<file path="config.mk">
export PLATFORM = sky130hd
export DESIGN_NAME = pipeline_dut
export DESIGN_NICKNAME = d
export VERILOG_FILES = /design/src/rtl/pipeline_dut_pkg.sv /design/src/rtl/pipeline_stage.sv /design/src/rtl/pipeline_dut.sv
export SDC_FILE = /design/constraint.sdc
export NUM_CORES = 1
export LEC_CHECK = 0
export BUFFER_PORTS_ARGS = -buffer_cell sky130_fd_sc_hd__buf_2
export CORE_UTILIZATION = 30
export CTS_CLUSTER_SIZE = 8
export DETAILED_ROUTE_END_ITERATION = 6
export GPL_TIMING_DRIVEN = 0
export PLACE_DENSITY = 0.53
export SLEW_MARGIN = 20
export SYNTH_ARGS = -nofsm -noshare
export SYNTH_HDL_FRONTEND = slang
export SYNTH_HIERARCHICAL = 1
export SYNTH_SLANG_ARGS = --single-unit
</file>
<file path="constraint.sdc">
create_clock -name clk -period 1.3 [get_ports clk]
set_clock_uncertainty 0.05 [all_clocks]
set_input_delay 0.26 -clock clk [delete_from_list [all_inputs] [get_ports clk]]
set_output_delay 0.26 -clock clk [all_outputs]
set_load 0.02 [all_outputs]
</file>
<file path="src/rtl/pipeline_dut_pkg.sv">
// Shared constants and types for the pipeline_dut codebase slice.
// The optional data transforms are enabled by defining PIPELINE_DUT_XFORM_EN.
package pipeline_dut_pkg;

    localparam int unsigned NUM_STAGES = 4;
    localparam int unsigned ADD_CONST  = 1;
    localparam logic [31:0] XOR_KEY    = 32'h5A5A5A5A;
    localparam int unsigned ROT_AMT    = 4;

    // Transform applied by a stage to the word it captures.
    typedef enum logic [1:0] {
        XfIdent,
        XfAdd,
        XfXor,
        XfRot
    } xform_e;

    // One stage slot at the default 32-bit data width.
    typedef struct packed {
        logic        valid;
        logic [31:0] data;
    } stage_t;

endpackage

</file>
<file path="src/rtl/pipeline_stage.sv">
// One pipeline register slice: valid bit plus data word, with a
// synchronous active-high reset, an advance enable and a fixed transform.
module pipeline_stage
    import pipeline_dut_pkg::*;
#(
    parameter int unsigned DATA_WIDTH = 32,
    parameter xform_e      XFORM      = XfIdent
) (
    input  logic                  clk,
    input  logic                  reset,
    input  logic                  enable,
    input  logic                  valid_in,
    input  logic [DATA_WIDTH-1:0] data_in,
    output logic                  valid_out,
    output logic [DATA_WIDTH-1:0] data_out
);

    localparam int unsigned RotAmt  = ROT_AMT % DATA_WIDTH;
    localparam int unsigned KeyReps = (DATA_WIDTH + 31) / 32;
    localparam logic [KeyReps*32-1:0] KeyWide = {KeyReps{XOR_KEY}};
    // XOR pattern repeated out to the full data width.
    localparam logic [DATA_WIDTH-1:0] Key = KeyWide[DATA_WIDTH-1:0];

    logic [DATA_WIDTH-1:0] rotated;
    logic [DATA_WIDTH-1:0] data_next;

    // Select the transformed word this stage will capture.
    always_comb begin
        // A zero rotate makes the right shift clear everything, leaving data_in.
        rotated   = (data_in << RotAmt) | (data_in >> (DATA_WIDTH - RotAmt));
        data_next = data_in;
        unique case (XFORM)
            XfIdent: data_next = data_in;
            XfAdd:   data_next = data_in + DATA_WIDTH'(ADD_CONST);
            XfXor:   data_next = data_in ^ Key;
            XfRot:   data_next = rotated;
        endcase
    end

    // Stage register: bubbles are clocked like any other slot.
    always_ff @(posedge clk) begin
        if (reset) begin
            valid_out <= 1'b0;
            data_out  <= '0;
        end else if (enable) begin
            valid_out <= valid_in;
            data_out  <= data_next;
        end
    end

endmodule

</file>
<file path="src/rtl/pipeline_dut.sv">
// Four-stage valid/data pipeline with an output register, busy and a
// drain-complete pulse. Define PIPELINE_DUT_XFORM_EN to enable the
// per-stage transforms; otherwise the pipeline is a pure 4-cycle delay line.
module pipeline_dut
    import pipeline_dut_pkg::*;
#(
    parameter int unsigned DATA_WIDTH = 32
) (
    input  logic                  clk,
    input  logic                  reset,
    input  logic                  enable,
    input  logic [DATA_WIDTH-1:0] data_in,
    input  logic                  valid_in,
    output logic [DATA_WIDTH-1:0] data_out,
    output logic                  valid_out,
    output logic [NUM_STAGES-1:0] stage_valid,
    output logic                  busy,
    output logic                  done
);

`ifdef PIPELINE_DUT_XFORM_EN
    localparam xform_e Xf1 = XfAdd;
    localparam xform_e Xf2 = XfXor;
    localparam xform_e Xf3 = XfRot;
`else
    localparam xform_e Xf1 = XfIdent;
    localparam xform_e Xf2 = XfIdent;
    localparam xform_e Xf3 = XfIdent;
`endif

    logic [NUM_STAGES-1:0] s_valid;
    logic [NUM_STAGES-1:0] in_valid;
    logic [DATA_WIDTH-1:0] s_data  [NUM_STAGES];
    logic [DATA_WIDTH-1:0] in_data [NUM_STAGES];
    logic                  done_d;

    // Chain each stage's input to the previous stage (stage 0 to the ports).
    always_comb begin
        in_valid   = {s_valid[NUM_STAGES-2:0], valid_in};
        in_data[0] = data_in;
        for (int k = 1; k < NUM_STAGES; k++) begin
            in_data[k] = s_data[k-1];
        end
    end

    for (genvar k = 0; k < NUM_STAGES; k++) begin : g_stage
        localparam xform_e StageXf = (k == 1) ? Xf1 :
                                     (k == 2) ? Xf2 :
                                     (k == 3) ? Xf3 : XfIdent;
        pipeline_stage #(
            .DATA_WIDTH (DATA_WIDTH),
            .XFORM      (StageXf)
        ) u_stage (
            .clk       (clk),
            .reset     (reset),
            .enable    (enable),
            .valid_in  (in_valid[k]),
            .data_in   (in_data[k]),
            .valid_out (s_valid[k]),
            .data_out  (s_data[k])
        );
    end

    // Drain completes when the last stage emits and every stage loads a bubble;
    // in_valid is exactly the set of valid bits the stages are about to load.
    always_comb begin
        done_d = enable & s_valid[NUM_STAGES-1] & ~(|in_valid);
    end

    // Output register; valid_out and done drop during a stall, data holds.
    always_ff @(posedge clk) begin
        if (reset) begin
            data_out  <= '0;
            valid_out <= 1'b0;
            done      <= 1'b0;
        end else begin
            valid_out <= enable & s_valid[NUM_STAGES-1];
            done      <= done_d;
            if (enable) begin
                data_out <= s_data[NUM_STAGES-1];
            end
        end
    end

    assign stage_valid = s_valid;
    assign busy        = enable & ((|s_valid) | valid_out);

endmodule

</file>
After elaboration in Yosys (flattened, before gate mapping) --
Index checks and enable logic that the tools add are counted.
Storage, ports and cells: logic and storage cells 18, output and inout bits 39, input bits 36, register bits after elaboration 166
Cells by class: reductions and logical operators 2, bitwise logic cells 5
Operators with widths (count):
- OR reduction 4 bit | 2
- bitwise AND 1 bit | 3
- NOT 1 bit | 1
- bitwise OR 1 bit | 1

Depth between registers and ports, before layout --
depth in word-level cells 3, mapped depth 4, depth with buffers taken out 2

Cells and area by module --
The synthesis kept the hierarchy.
By module, submodules not included:
- pipeline_stage | area each 1202.4 um2, seq. area each 660.6 um2, instances 4, cells an instance 107
- pipeline_dut | area each 1219.9 um2, seq. area each 680.7 um2, instances 1, cells an instance 111

Worst setup path before layout --
No wires, ideal clock.
path kind reg-to-output, start point reg g_stage[1].u_stage.valid_out, end point out busy, required time 0.990 ns, slack -0.109 ns, cell stages (with the launch flop) 3, arrival 1.099 ns, buffers on the path 0, cells stage by stage dfxtp_1 or3_4 o31a_1
Between the ends: word-level cells in the longest chain between the ends 3
Ends and longest elaborated chain:
- from (decl) | RTL line pipeline_stage.sv:14 | output logic valid_out,
- from (signal assigned) | RTL line pipeline_stage.sv:46 | valid_out <= valid_in;
- OR reduction 4 bit | RTL line pipeline_dut.sv:86 | assign busy = enable & ((|s_valid) | valid_out);
- bitwise OR 1 bit | RTL line pipeline_dut.sv:86
- bitwise AND 1 bit | RTL line pipeline_dut.sv:86
- to (decl) | RTL line pipeline_dut.sv:17 | output logic busy,
Every way passes these cells.

Worst setup path after layout --
Ends and elaborated chain as after synthesis.

==> impl_metrics.yaml <==
layout:
  fin_nets: 668
  antennaDiodeCount: 0
  area_growth_pct: 22.0
  finish.utilization_pct: 37.5
  drive_gt1_share_pct: 20.6
  design_area_um2: 7350
floorplanning:
  fp.dieH_um: 144
  start_util_pct: 30.8
  core_area_um2: 19600
  ios: 75
  die_area_um2: 20700
  die_w_um: 144
  fp-row-count: 51
synth:
  synth.avg_cell_area_um2: 11.2
  synth_top_family_by_area: "multiplexers"
  yosys.area_share.simple_pct: 10.7
  synth-compound-area-share_pct: 0.145
  synth_nets: 575
  synth_cell_type_count: 13
  ys_warn_count: 6
  ys_ff_latch: 166
  ys_seq_area_share_pct: 55.1
  synth_fa_ha_area_share_pct: 0
  synthCells: 539
  muxShareOfSynthArea_pct: 27.2
  syn-cell-area_um2: 6030
  synthXorXnorAreaFrac_pct: 0
timing:
  drv_slew: 0
  fin_ws_ns: -0.529
  rsz0062_at_grt: "yes"
  worstMarginPinSlew_ns: 0.558
  post-route-period-util_pct: 141
  fin_crit_ns: 1.83
  relSlewSlack_pct: 62.8
  max_clock_freq_mhz: 547
  finalHoldViolCount: 0
  tns_ns: -0.552
  setup_viol: 2
  holdWs_ns: 0.0327
setup_path:
  cp-endpoint: "busy"
  reg2reg_to: "done"
  r2r_slack_ns: 0.21
  end_kind: "primary output"
  cpMaxStageDelayCell: "or3_4"
  r2r-start: "g_stage[1].u_stage/valid_out"
  cp.arrival_ns: 1.52
  reg2reg_depth: 2
  crit_required_ns: 0.99
  slowest_delay_ns: 0.39
  path_cells: "or3_4 > o31a_1 > buf_6"
  worst-path-max-fanout: 2
  worstSetupPathType: "reg2out"
  critPathLaunch: "g_stage[1].u_stage/valid_out"
  startpoint_type: "flop"
hold_path:
  hold_path.class: "in2reg"
  holdCritStartpoint: "data_in[24]"
power_and_ir_drop:
  p_total_w: 0.0109
  leakagePower_nw: 3.40
  power.density_nw_per_um2: 1480
  peakVddDrop_mv: 0.934
routing:
  routed_wl_um: 12800
  wire_per_inst_um: 14.1
  drc: 0
  num_vias: 3850
  drt_iter0_markers: 131
  vias_per_cell: 4.23
  first_pass_iters: 4
  ant_nets: 0
clocking:
  h-tree-depth: 4
  path_clk_slew_ns: 0.06
  cts.sinks: 166
  clockBufferDepth: 2
  cts_buffers: 17
  cts-root-buf: "clkbuf_16"
  worst_skew_pair.late_latency_ns: 0.42
  cts_tree: "yes"
global_routing:
  antenna_found_initial: 0
  grt_pass1_wl_um: 20000
  grt_max_degree: 17
  grt_pass1_vias: 3843
  grt_overflow_total: 0
  grt_use_total_pct: 13.1
run_status:
  outcome: "finished, violations left"
  violations: "negative setup slack"
place:
  gp_congestion: 0.745
  hpwl_um: 9120
  port_buffers: 72
  dpl_cell_area_um2: 6720
run:
  cap_violations: 0
-- how the worst min path moves through the flow --
| stage | endpoint | slack (ns) | cells past startpoint |
|---|---|---|---|
| after floorplan | done | 0.28 | 1 |
| after global placement | done | 0.40 | 2 |
| after detailed placement | done | 0.41 | 2 |
| after CTS | g_stage[0].u_stage/data_out[24] | 0.01 | 3 |
| after global routing | g_stage[0].u_stage/data_out[11] | 0.02 | 3 |
| final | g_stage[0].u_stage/data_out[24] | 0.03 | 3 |
-- metal layers --
metal	wire (um)	track usage, %
met4	202	6.16
met1	5980	16.2
met3	575	3.60
met5	0	0
met2	6060	21.0
-- cell families (layout without fill, tap and decap cells) --
logic type             count (synthesis)  count (layout)
multiplexers                         164             164
flip-flops                           166             166
AND/OR/NAND/NOR                      168             168
AO/OA/AOI/OAI                          1               1
buffers and inverters                 40             146
-- critical path: cells and delay by family, from the launching register on --
family	cells	cell delay (ns)
compound gates	1	0.25
buf+inv	1	0.13
flops	1	0.33
simple gates	1	0.39
-- flip-flops by register name, indices dropped and copies added (netlist names) --
register and flops:
data_out 32, g_stage.u_stage/valid_out 4, done 1, valid_out 1, g_stage.u_stage/data_out 128
-- where the power goes --
group	switching [W]	internal [W]	total, W	leakage, nW
Clock	0.00192	0.00298	0.00490	0.270
Combinational	0.000367	0.000344	0.000711	1.78
Sequential	0.0000698	0.00521	0.00528	1.35
-- cells in the mapped netlist (all sizes together) --
cell	n	area, um^2
o31a	1	8.76
mux2i	164	1640
nor2	165	619
nand2	1	3.75
dfxtp	166	3320
buf	22	337
or3	1	11.3
nor4	1	12.5
clkbuf	18	72.6
-- metrics by stage --
stage	std cells	worst slack (ns)
global route	910	-0.579
finish	910	-0.529
global placement	876	-0.133
floorplan	539	-0.109
detailed placement	876	-0.136
CTS	910	-0.550
-- layout by cell type, fill, tap and decap left out --
| cell | n |
|---|---|
| or3_4 | 1 |
| clkbuf_4 | 1 |
| o31a_1 | 1 |
| nand2_1 | 1 |
| clkbuf_2 | 4 |
| dfxtp_2 | 5 |
| buf_4 | 7 |
| buf_12 | 12 |
| clkbuf_1 | 19 |
| dfxtp_1 | 161 |
| clkbuf_8 | 3 |
| buf_2 | 66 |
| clkinv_2 | 1 |
| nor4_2 | 1 |
| clkinvlp_4 | 4 |
| mux2i_1 | 164 |
| bufinv_16 | 2 |
| clkbuf_16 | 17 |
| buf_6 | 9 |
| dlygate4sd3_1 | 1 |
| nor2_1 | 165 |
-- cell type report --
class	count	area [um^2]
timing repair buffer	74	405
clock inverter	7	95.1
multi-input combinational	333	2300
clock buffer	25	485
tap	265	332
sequential	166	3330
fill	1944	12200
buffer	40	409
-- what timing repair did --
action                                  4_1_cts  5_1_grt
endpoints found under the hold margin         1        0
setup buffers                                 1        0
endpoints found under the setup margin        5        9
pin swaps                                     0        0
hold buffers                                  1        0
gates resized for setup                       8        7
(Power assumes the default switching activity.)
